**src/rtl/mash_pkg.sv**
```systemverilog
// Shared types and the DWA mask helper for the MASH 1-1 noise-cancel / element-select stage.
package mash_pkg;
  localparam int N_ELEM = 3;

  typedef logic [1:0] level_t;
  typedef logic [1:0] ptr_t;

  // Thermometer code of 'lvl' rotated left by 'p' within N_ELEM bits.
  function automatic logic [N_ELEM-1:0] dwa_mask(ptr_t p, level_t lvl);
    logic [N_ELEM-1:0]   therm;
    logic [2*N_ELEM-1:0] dbl;
    therm = 3'((4'd1 << lvl) - 4'd1);
    dbl   = {therm, therm} << p;
    return dbl[2*N_ELEM-1:N_ELEM];
  endfunction
endpackage

```
**src/rtl/mash_dwa_rotator.sv**
```systemverilog
// DWA pointer register with divider-free mod-3 advance and element mask generation.
module mash_dwa_rotator
  import mash_pkg::*;
#(
  parameter bit DWA_EN = 1'b1
) (
  input  logic              i_clk,
  input  logic              i_rst,
  input  logic              i_adv,
  input  level_t            i_level,
  output logic [N_ELEM-1:0] o_mask
);
  ptr_t       r_ptr;
  logic [2:0] w_sum;
  ptr_t       w_ptr_nxt;

  // p + level is at most 5, so one conditional subtract reduces it mod 3.
  always_comb begin
    w_sum = {1'b0, r_ptr} + {1'b0, i_level};
    if (w_sum >= 3'd3) w_sum = w_sum - 3'd3;
    w_ptr_nxt = w_sum[1:0];
  end

  always_ff @(posedge i_clk) begin
    if (i_rst)                 r_ptr <= '0;
    else if (i_adv && DWA_EN)  r_ptr <= w_ptr_nxt;
  end

  assign o_mask = DWA_EN ? dwa_mask(r_ptr, i_level) : dwa_mask(2'd0, i_level);
endmodule

```
**src/rtl/axis_mash_dwa.sv**
```systemverilog
// MASH 1-1 output combiner (y = c1 + c2 - c2[n-1]) driving three unit elements,
// registered AXI-Stream output with full backpressure.
module axis_mash_dwa
  import mash_pkg::*;
#(
  parameter bit DWA_EN = 1'b1
) (
  input  logic        aclk,
  input  logic        arst,
  input  logic [1:0]  s_axis_data_tdata,
  input  logic        s_axis_data_tvalid,
  output logic        s_axis_data_tready,
  output logic [2:0]  m_axis_data_tdata,
  output logic [1:0]  m_axis_data_tlevel,
  output logic        m_axis_data_tvalid,
  input  logic        m_axis_data_tready
);
  logic              r_c2_d;
  logic              r_vld;
  logic [N_ELEM-1:0] r_mask;
  level_t            r_level;

  logic              w_c1, w_c2, w_acc;
  level_t            w_level;
  logic [N_ELEM-1:0] w_mask;

  assign w_c1 = s_axis_data_tdata[0];
  assign w_c2 = s_axis_data_tdata[1];

  // Offset level y+1 = c1 + c2 + (1 - c2_d); maximum is 3, so 2 bits never overflow.
  assign w_level = {1'b0, w_c1} + {1'b0, w_c2} + {1'b0, ~r_c2_d};

  assign s_axis_data_tready = !arst && (!r_vld || m_axis_data_tready);
  assign w_acc              = s_axis_data_tvalid && s_axis_data_tready;

  mash_dwa_rotator #(.DWA_EN(DWA_EN)) u_rot (
    .i_clk   (aclk),
    .i_rst   (arst),
    .i_adv   (w_acc),
    .i_level (w_level),
    .o_mask  (w_mask)
  );

  always_ff @(posedge aclk) begin
    if (arst) begin
      r_vld   <= 1'b0;
      r_mask  <= '0;
      r_level <= '0;
      r_c2_d  <= 1'b0;
    end else if (w_acc) begin
      r_vld   <= 1'b1;
      r_mask  <= w_mask;
      r_level <= w_level;
      r_c2_d  <= w_c2;
    end else if (m_axis_data_tready) begin
      r_vld   <= 1'b0;
    end
  end

  assign m_axis_data_tdata  = r_mask;
  assign m_axis_data_tlevel = r_level;
  assign m_axis_data_tvalid = r_vld;
endmodule

```
**config.mk**
```make
export PLATFORM = sky130hd
export DESIGN_NAME = axis_mash_dwa
export DESIGN_NICKNAME = d
export VERILOG_FILES = /design/src/rtl/mash_pkg.sv /design/src/rtl/mash_dwa_rotator.sv /design/src/rtl/axis_mash_dwa.sv
export SDC_FILE = /design/constraint.sdc
export NUM_CORES = 1
export LEC_CHECK = 0
export CAP_MARGIN = 10
export CORE_AREA = 2 2 39 41
export CTS_BUF_LIST = sky130_fd_sc_hd__clkbuf_4 sky130_fd_sc_hd__clkbuf_8
export DETAILED_ROUTE_END_ITERATION = 7
export DIE_AREA = 0 0 41 43
export HOLD_SLACK_MARGIN = 0.08
export PLACE_DENSITY = 0.68
export SKIP_CTS_REPAIR_TIMING = 1
export SYNTH_ARGS = -nofsm -noshare
export SYNTH_HDL_FRONTEND = slang
export SYNTH_SLANG_ARGS = --single-unit
export TNS_END_PERCENT = 50
```
**constraint.sdc**
```tcl
create_clock -name aclk -period 6.95 [get_ports aclk]
set_clock_uncertainty 0.05 [all_clocks]
set_input_delay 0.695 -clock aclk [delete_from_list [all_inputs] [get_ports aclk]]
set_output_delay 0.695 -clock aclk [all_outputs]
set_load 0.02 [all_outputs]
```
Yosys cells after proc, flatten, opt, wreduce, memory -nomap -nowiden

Index checks and enable logic that the tools add are counted.

Add/sub/neg operators: 5
Order comparisons: 1
Shift operators: 2
Muxes and demuxes: 3
Bitwise operators: 1
Reduce and logical (&&, ||, !) cells: 6

Operators with widths:

| operator              | number |
|---|---|
| $shl A6 B2 Y6         | 1 |
| $add A2 B2 Y3         | 1 |
| $ge A3 B2 Y1 const B  | 1 |
| $shl A1 B2 Y3 const A | 1 |
| $sub A3 B1 Y3 const B | 1 |
| $add A1 B1 Y2         | 1 |
| $add A2 B1 Y2         | 1 |
| $logic_and A1 B1 Y1   | 2 |
| $logic_not A1 Y1      | 2 |
| $mux W1               | 2 |
| $mux W2               | 1 |
| $reduce_bool A2 Y1    | 1 |
| $sub A2 B2 Y2 const B | 1 |
| $logic_or A1 B1 Y1    | 1 |
| $not A1 Y1            | 1 |

Register bits after elaboration: 9
Output and inout bits: 7
Word-level logic and storage cells: 23

Depth between registers and ports, before layout

Gate-level depths: netlist of run 1.

Depth after elaboration: 5
Depth in mapped cells: 9
Mapped depth without buffers: 9

Hierarchy

From an unflattened synthesis of run 1, not the netlist that was laid out.

Cells, all modules: 65
Area, all modules: 546.8 µm²

By module, submodules not included:

| module           | instances | cells each | area each (µm²) | seq. area each (µm²) |
|---|---|---|---|---|
| axis_mash_dwa    | 1         | 36         | 312.8           | 140.1 |
| mash_dwa_rotator | 1         | 29         | 234.0           | 40.0 |

Worst setup path after synthesis of run 1

OpenSTA, ideal clock, no wires.

Kind: input to register
Start: input s_axis_data_tdata[0]
End: register u_rot.r_ptr[0]
Arrival time: 2.960 ns
Required time: 6.843 ns
Path slack: 3.882 ns
Cell stages on the path: 9
Path buffers: 0
Cells stage by stage: inv_1 fa_1 inv_1 ha_1 fa_1 ha_1 or4b_1 o21ai_0 mux2_4

Cells in the longest elaborated chain, start to end: 5
Elaborated cells on any way between the ends: 6
Those cells by class: add/sub: 4; order compare: 1; mux: 1

RTL lines:

| item                                          | RTL line               | source |
|---|---|---|
| from (decl)                                   | axis_mash_dwa.sv:10    | `input logic [1:0] s_axis_data_tdata,` |
| $add A1 B1 Y2 (*)                             | axis_mash_dwa.sv:31    | `assign w_level = {1'b0, w_c1} + {1'b0, w_c2} + {1'b0, ~r_c2_d};` |
| $add A2 B1 Y2 (*)                             | axis_mash_dwa.sv:31    |  |
| via u_rot.i_level[0]                          | mash_dwa_rotator.sv:10 | `input level_t i_level,` |
| $add A2 B2 Y3 (*)                             | mash_dwa_rotator.sv:19 | `w_sum = {1'b0, r_ptr} + {1'b0, i_level};` |
| $ge A3 B2 Y1 or $sub A2 B2 Y2 (tied branches) | mash_dwa_rotator.sv:20 | `if (w_sum >= 3'd3) w_sum = w_sum - 3'd3;` |
| $mux W2 (*)                                   | mash_dwa_rotator.sv:20 |  |
| to (signal assigned)                          | mash_dwa_rotator.sv:26 | `else if (i_adv && DWA_EN) r_ptr <= w_ptr_nxt;` |
| to (decl)                                     | mash_dwa_rotator.sv:13 | `ptr_t r_ptr;` |

Mark *: on every way through the listed nets, which the timed path passes. The rest lies on a longest branch.
A chain may end at the register's enable or synchronous reset.

Worst setup path in the final report of run 1

Start: input s_axis_data_tdata[1]
End: register u_rot.r_ptr[0]

The elaborated chain is that of the path after synthesis.

==> metrics.txt, run 1 <==
worst vdd ir=0.1339 mV; crit path kind=in2reg; placed cell count=87; area of the mapped netlist=548.0 um2; crit path max fanout=7; Yosys reg bits=9; Hold Path Class=reg2reg; internal power=0.0001307 W; Worst setup SP type=input pin; RSZ-0062 raised after global routing=no; syn_area_per_cell=8.699 um2; CTS Buffer Depth=2; Comb pwr share=0.425; CTS tree=done; DP Area=656.9 um2; Placer Congestion=0.7541; CP peak stage delay=630 ps; Synth top area share=0.3288; initial antenna violation count=0; Total Routed Length=1.005 mm; status=completed; Hold Vio Cnt, Final=0; largest net degree at the start of global routing=12; total chip power=0.0002005 W; first-pass GRT wire length=1.662 mm; Starting Density=0.3960; Final HPWL DP=734 um; Post-route DRC=0; design area=686.9 um2; final setup vio count=0; Yosys cell types=25; TritonCTS buffer count=3; Gate Count Post-Synth=63; routed via count=443; min-delay src=m_axis_data_tdata[0]$_SDFFE_PP0P_; Skew-Pair Late Insertion Delay=270 ps; sequential share of power=0.346; Switching Share=0.3478; synth top area cells=dfxtp_1 33%, fa_1 7.3%, inv_1 4.8%, nor2_1 4.8%, o32ai_1 4.8%; Detail Route Antenna Nets=0; TNS Setup=0 ps; P_sw=0.00006972 W; CTS Sinks=9; Ports=13; vias per std cell=4.868; worst-margin pin slew=536.5 ps; Nets=86; GR Overflow Total=0; Seq/Total Area, Yosys=0.3288; vias in the first global route=411; Die H=43 um; number of fillers in the final layout=134; area grow syn2layout=25.34%; critical path's slowest cell=fa_1; core footprint=1384 um2; wire per inst=11.04 um; LEAKAGE=0.2747 nW; Critical Path Sink Type=register; Total GRT Usage=0.1475; # Max-Cap Violations=0; row count=14; Clock transition at path regs=60 ps; Buffers on Ports=12; die width=41 um; final cell count without fillers=91; footprint of the multi-input gates=310.3 um2; crit share post-route=0.4884; Pwr Density=291.8 nW/um2; Slew Viols, Final=0; die area=1763 um2; CP Cell Sequence=clkdlybuf4s50_1 > inv_1 > fa_1 > inv_1 > ha_1 > fa_1 > ha_1 > or4b_1 > o21ai_0 > mux2_4; Slew headroom=0.6416; top_reg_cell synth=dfxtp_1; Synth area leader=dfxtp_1; Tmin final=3395 ps; number of synthesized flops with an enable pin=0; asr flop ratio synth=0; H-Tree Level Count=1; Worst EP arrival=3560 ps; Syn Nets=73; Worst Setup SP=s_axis_data_tdata[1]; Hold Slack=427.3 ps; DRT iter0 DRCs=2; drt pass-1 iters=3; antenna cells=0; warning count from the yosys run=0; layout cells sized above 1=0.08000; Critical Path RT=7120 ps; Root Driver=clkbuf_4; Seq. cell area=180.2 um2; Clock power frac=0.229; WHS Path Cells=2; R2R depth=8; worst r2r src=r_c2_d$_SDFFE_PP0P_; Peak Freq=294.6 MHz
==> layer usage <==
layer,global-route usage,vias to the layer above,wire (um)
li1,-,242,-
met4,0.1600,0,37
met3,0.03141,4,29
met1,0.1902,189,509
met5,0,-,0
met2,0.1813,8,429
==> flip-flops by register name (all words and copies together) (netlist names) <==
| register | cells |
|---|---|
| m_axis_data_tvalid | 1 |
| r_c2_d | 1 |
| u_rot.r_ptr | 2 |
| m_axis_data_tdata | 3 |
| m_axis_data_tlevel | 2 |
==> through the flow <==
| step | util | worst slack (ps) |
|---|---|---|
| finish | 0.4964 | 3555 |
| detailed placement | 0.4747 | 3292 |
| global route | 0.4964 | 3449 |
| global placement | 0.4747 | 3314 |
| floorplan | - | 3882 |
| CTS | 0.4964 | 3561 |
==> cell families (layout without fill, tap and decap cells) <==
group           Yosys count  after routing  synth area share
simple gates             20             20            0.2032
buf+inv                  11             23            0.1050
compound gates           18             18            0.2169
flops                     9              9            0.3288
mux                       1              1           0.02739
fa+ha+maj                 4              4            0.1187
==> worst max-delay path: cells and delay by family <==
family                   cells  cell delay (ps)
AND/OR/NAND/NOR              1              460
buffers and inverters        3              630
multiplexers                 1              160
AO/OA/AOI/OAI                1               80
adder cells (fa/ha/maj)      4             1540
==> final cells by class <==
cell class                      instances  area share
Multi-Input combinational cell         43      0.4517
Timing Repair Buffer                   12      0.1749
Inverter                                7     0.03825
Tap cell                               16     0.02914
Clock buffer                            4     0.04372
Sequential cell                         9      0.2623
==> power by group through the flow <==
stage          combinational, W  clock (W)  sequential [W]
2_1_floorplan         0.0000596          0       0.0000741
3_3_place_gp          0.0000840          0       0.0000701
3_5_place_dp          0.0000852          0       0.0000702
4_1_cts               0.0000860  0.0000478       0.0000692
5_1_grt               0.0000957  0.0000501       0.0000709
6_report              0.0000852  0.0000459       0.0000693
==> synthesized netlist by cell type (all sizes together) (2+ instances only) <==
| master | count |
|---|---|
| inv | 7 |
| dfxtp | 9 |
| nor2 | 7 |
| nand3 | 2 |
| a211oi | 2 |
| nand2b | 3 |
| o32ai | 3 |
| o21ai | 4 |
| ha | 2 |
| a21oi | 4 |
| fa | 2 |
| nor2b | 4 |
| buf | 3 |
==> final timing paths <==
check                                                    endpoint  slack [ps]
worst min-delay path            m_axis_data_tdata[0]$_SDFFE_PP0P_         430
worst max-delay path                  u_rot.r_ptr[0]$_SDFFE_PP0P_        3560
worst min register to register  m_axis_data_tdata[0]$_SDFFE_PP0P_         430
worst max register to register        u_rot.r_ptr[0]$_SDFFE_PP0P_        4220
==> cell usage in the layout, fill, tap and decap left out, drive strengths merged <==
cell	netlist	layout
a21oi	4	4
clkbuf	1	4
clkdlybuf4s50	0	12
fa	2	2
mux2	1	1
a21o	1	1
nand2b	3	3
nor2b	4	4
o211ai	1	1
nand3	2	2
and2	1	1
o32ai	3	3
a31oi	1	1
o21ai	4	4
o311ai	1	1
and2b	1	1
a211oi	2	2
or4b	1	1
dfxtp	9	9
inv	7	7
nor2	7	7
nor3	1	1
ha	2	2
o21a	1	1
Note: power is estimated with default switching activity, not from simulation.
==> run 2: changes to the inputs <==
- PLACE_DENSITY: 0.68 -> 0.71
- clock period: 6.95 -> 3.1 ns (I/O delays scaled with it)
==> run 2 against run 1 <==
Power up 130%. Clock power up 110%. Worst hold slack worse by 2.9 ps. Global-route usage down 0.13 points. Largest cell class unchanged.
==> metrics.txt, run 2 (synthesis gave the netlist of run 1 again) <==
antenna cells=0; Root Driver=clkbuf_4; die width=41 um; Worst EP arrival=3030 ps; Placer Congestion=0.7806; Total Routed Length=1.047 mm; DP Area=686.9 um2; vias per std cell=5.179; row count=14; routed via count=492; crit share post-route=0.9243; drt pass-1 iters=4; status=completed; Total GRT Usage=0.1462; H-Tree Level Count=1; CTS tree=done; Tmin final=2865 ps; Final HPWL DP=782.1 um; Critical Path Sink Type=register; Post-route DRC=0; LEAKAGE=0.2947 nW; # Max-Cap Violations=0; DRT iter0 DRCs=3; Clock transition at path regs=60 ps; TritonCTS buffer count=3; worst vdd ir=0.3272 mV; RSZ-0062 raised after global routing=no; worst slack, placed=-48.32 ps; initial antenna violation count=0; R2R depth=8; worst-margin pin slew=393.3 ps; final setup margin=234.6 ps; min-delay src=m_axis_data_tdata[0]$_SDFFE_PP0P_; GR Overflow Total=0; crit path kind=in2reg; Skew-Pair Late Insertion Delay=260 ps; core footprint=1384 um2; die area=1763 um2; total chip power=0.0004612 W; R2R Path End=u_rot.r_ptr[0]$_SDFFE_PP0P_; layout cells sized above 1=0.1266; TNS Setup=0 ps; Hold Path Class=reg2reg; CTS Buffer Depth=2; Nets=90; CTS Sinks=9; crit path max fanout=3; R2R setup slack=520 ps; Hold Path End=m_axis_data_tdata[0]$_SDFFE_PP0P_; final setup vio count=0; most frequent cells in the layout=12 x clkdlybuf4s50_1, 9 x dfxtp_1, 7 x inv_1, 7 x nor2_1; Slew headroom=0.7370; worst r2r src=r_c2_d$_SDFFE_PP0P_; WHS Path Cells=2; Peak Freq=349.0 MHz; Worst setup SP type=input pin; largest net degree at the start of global routing=12; Hold Vio Cnt, Final=0; Buffers on Ports=12; design area=716.9 um2; Ports=13; max FFs per register=3; area grow syn2layout=30.82%; Slew Viols, Final=0; Die H=43 um; first-pass GRT wire length=1.745 mm; Pwr Density=643.3 nW/um2; most common cell after layout, fill and taps aside=clkdlybuf4s50_1; Detail Route Antenna Nets=0; Starting Density=0.3960; wire per inst=11.02 um; Critical Path RT=3260 ps; vias in the first global route=427
==> run 2: cell count changes in the layout (fill, tap and decap cells not counted), sizes merged <==
cell / previous run / this run
buf: 0 / 4
==> run 2: worst max path at each step <==
stage,startpoint,end,slack (ps),depth (start not counted)
final,s_axis_data_tdata[0],u_rot.r_ptr[0]$_SDFFE_PP0P_,230,10
after global routing,s_axis_data_tdata[0],u_rot.r_ptr[0]$_SDFFE_PP0P_,110,10
after CTS,s_axis_data_tdata[0],u_rot.r_ptr[0]$_SDFFE_PP0P_,220,10
after detailed placement,s_axis_data_tdata[0],u_rot.r_ptr[0]$_SDFFE_PP0P_,-50,10
after global placement,s_axis_data_tdata[0],u_rot.r_ptr[0]$_SDFFE_PP0P_,-20,10
after floorplan,s_axis_data_tdata[0],u_rot.r_ptr[0]$_SDFFE_PP0P_,420,9
==> run 2: stage by stage <==
step                      hold slack (ps)  std cells    util
after floorplan                     380.7         63       -
after global placement              418.0         91  0.4964
after detailed placement            421.8         91  0.4964
after CTS                           430.5         95  0.5181
after global routing                440.0         95  0.5181
final                               424.4         95  0.5181
==> run 2: routing by layer <==
metal,share of wire,wire length (um),vias up,global-route usage
met5,0,0,-,0
li1,-,-,252,-
met3,0.052,54,5,0.03141
met4,0.034,36,0,0.08000
met2,0.46,485,14,0.2156
met1,0.45,471,221,0.1889
==> run 2: area by class of cell <==
class,count,area [um2]
Inverter,7,26.28
Fill cell,128,666.9
Tap cell,16,20.02
Clock buffer,4,30.03
Sequential cell,9,180.2
Timing Repair Buffer,16,150.1
Multi-Input combinational cell,43,310.3
==> run 2: report_power, final <==
group          switching (W)  leakage [nW]  internal (W)
combinational      0.0000972         0.202      0.000111
clock              0.0000399        0.0184     0.0000583
sequential         0.0000187        0.0745      0.000136
==> run 2: critical path, stage by stage <==
cell and delay (ps):
clkdlybuf4s50_1 450, inv_1 50, fa_1 560, inv_1 60
ha_1 190, fa_1 480, ha_1 220, or4b_1 450
o21ai_0 90, mux2_4 160
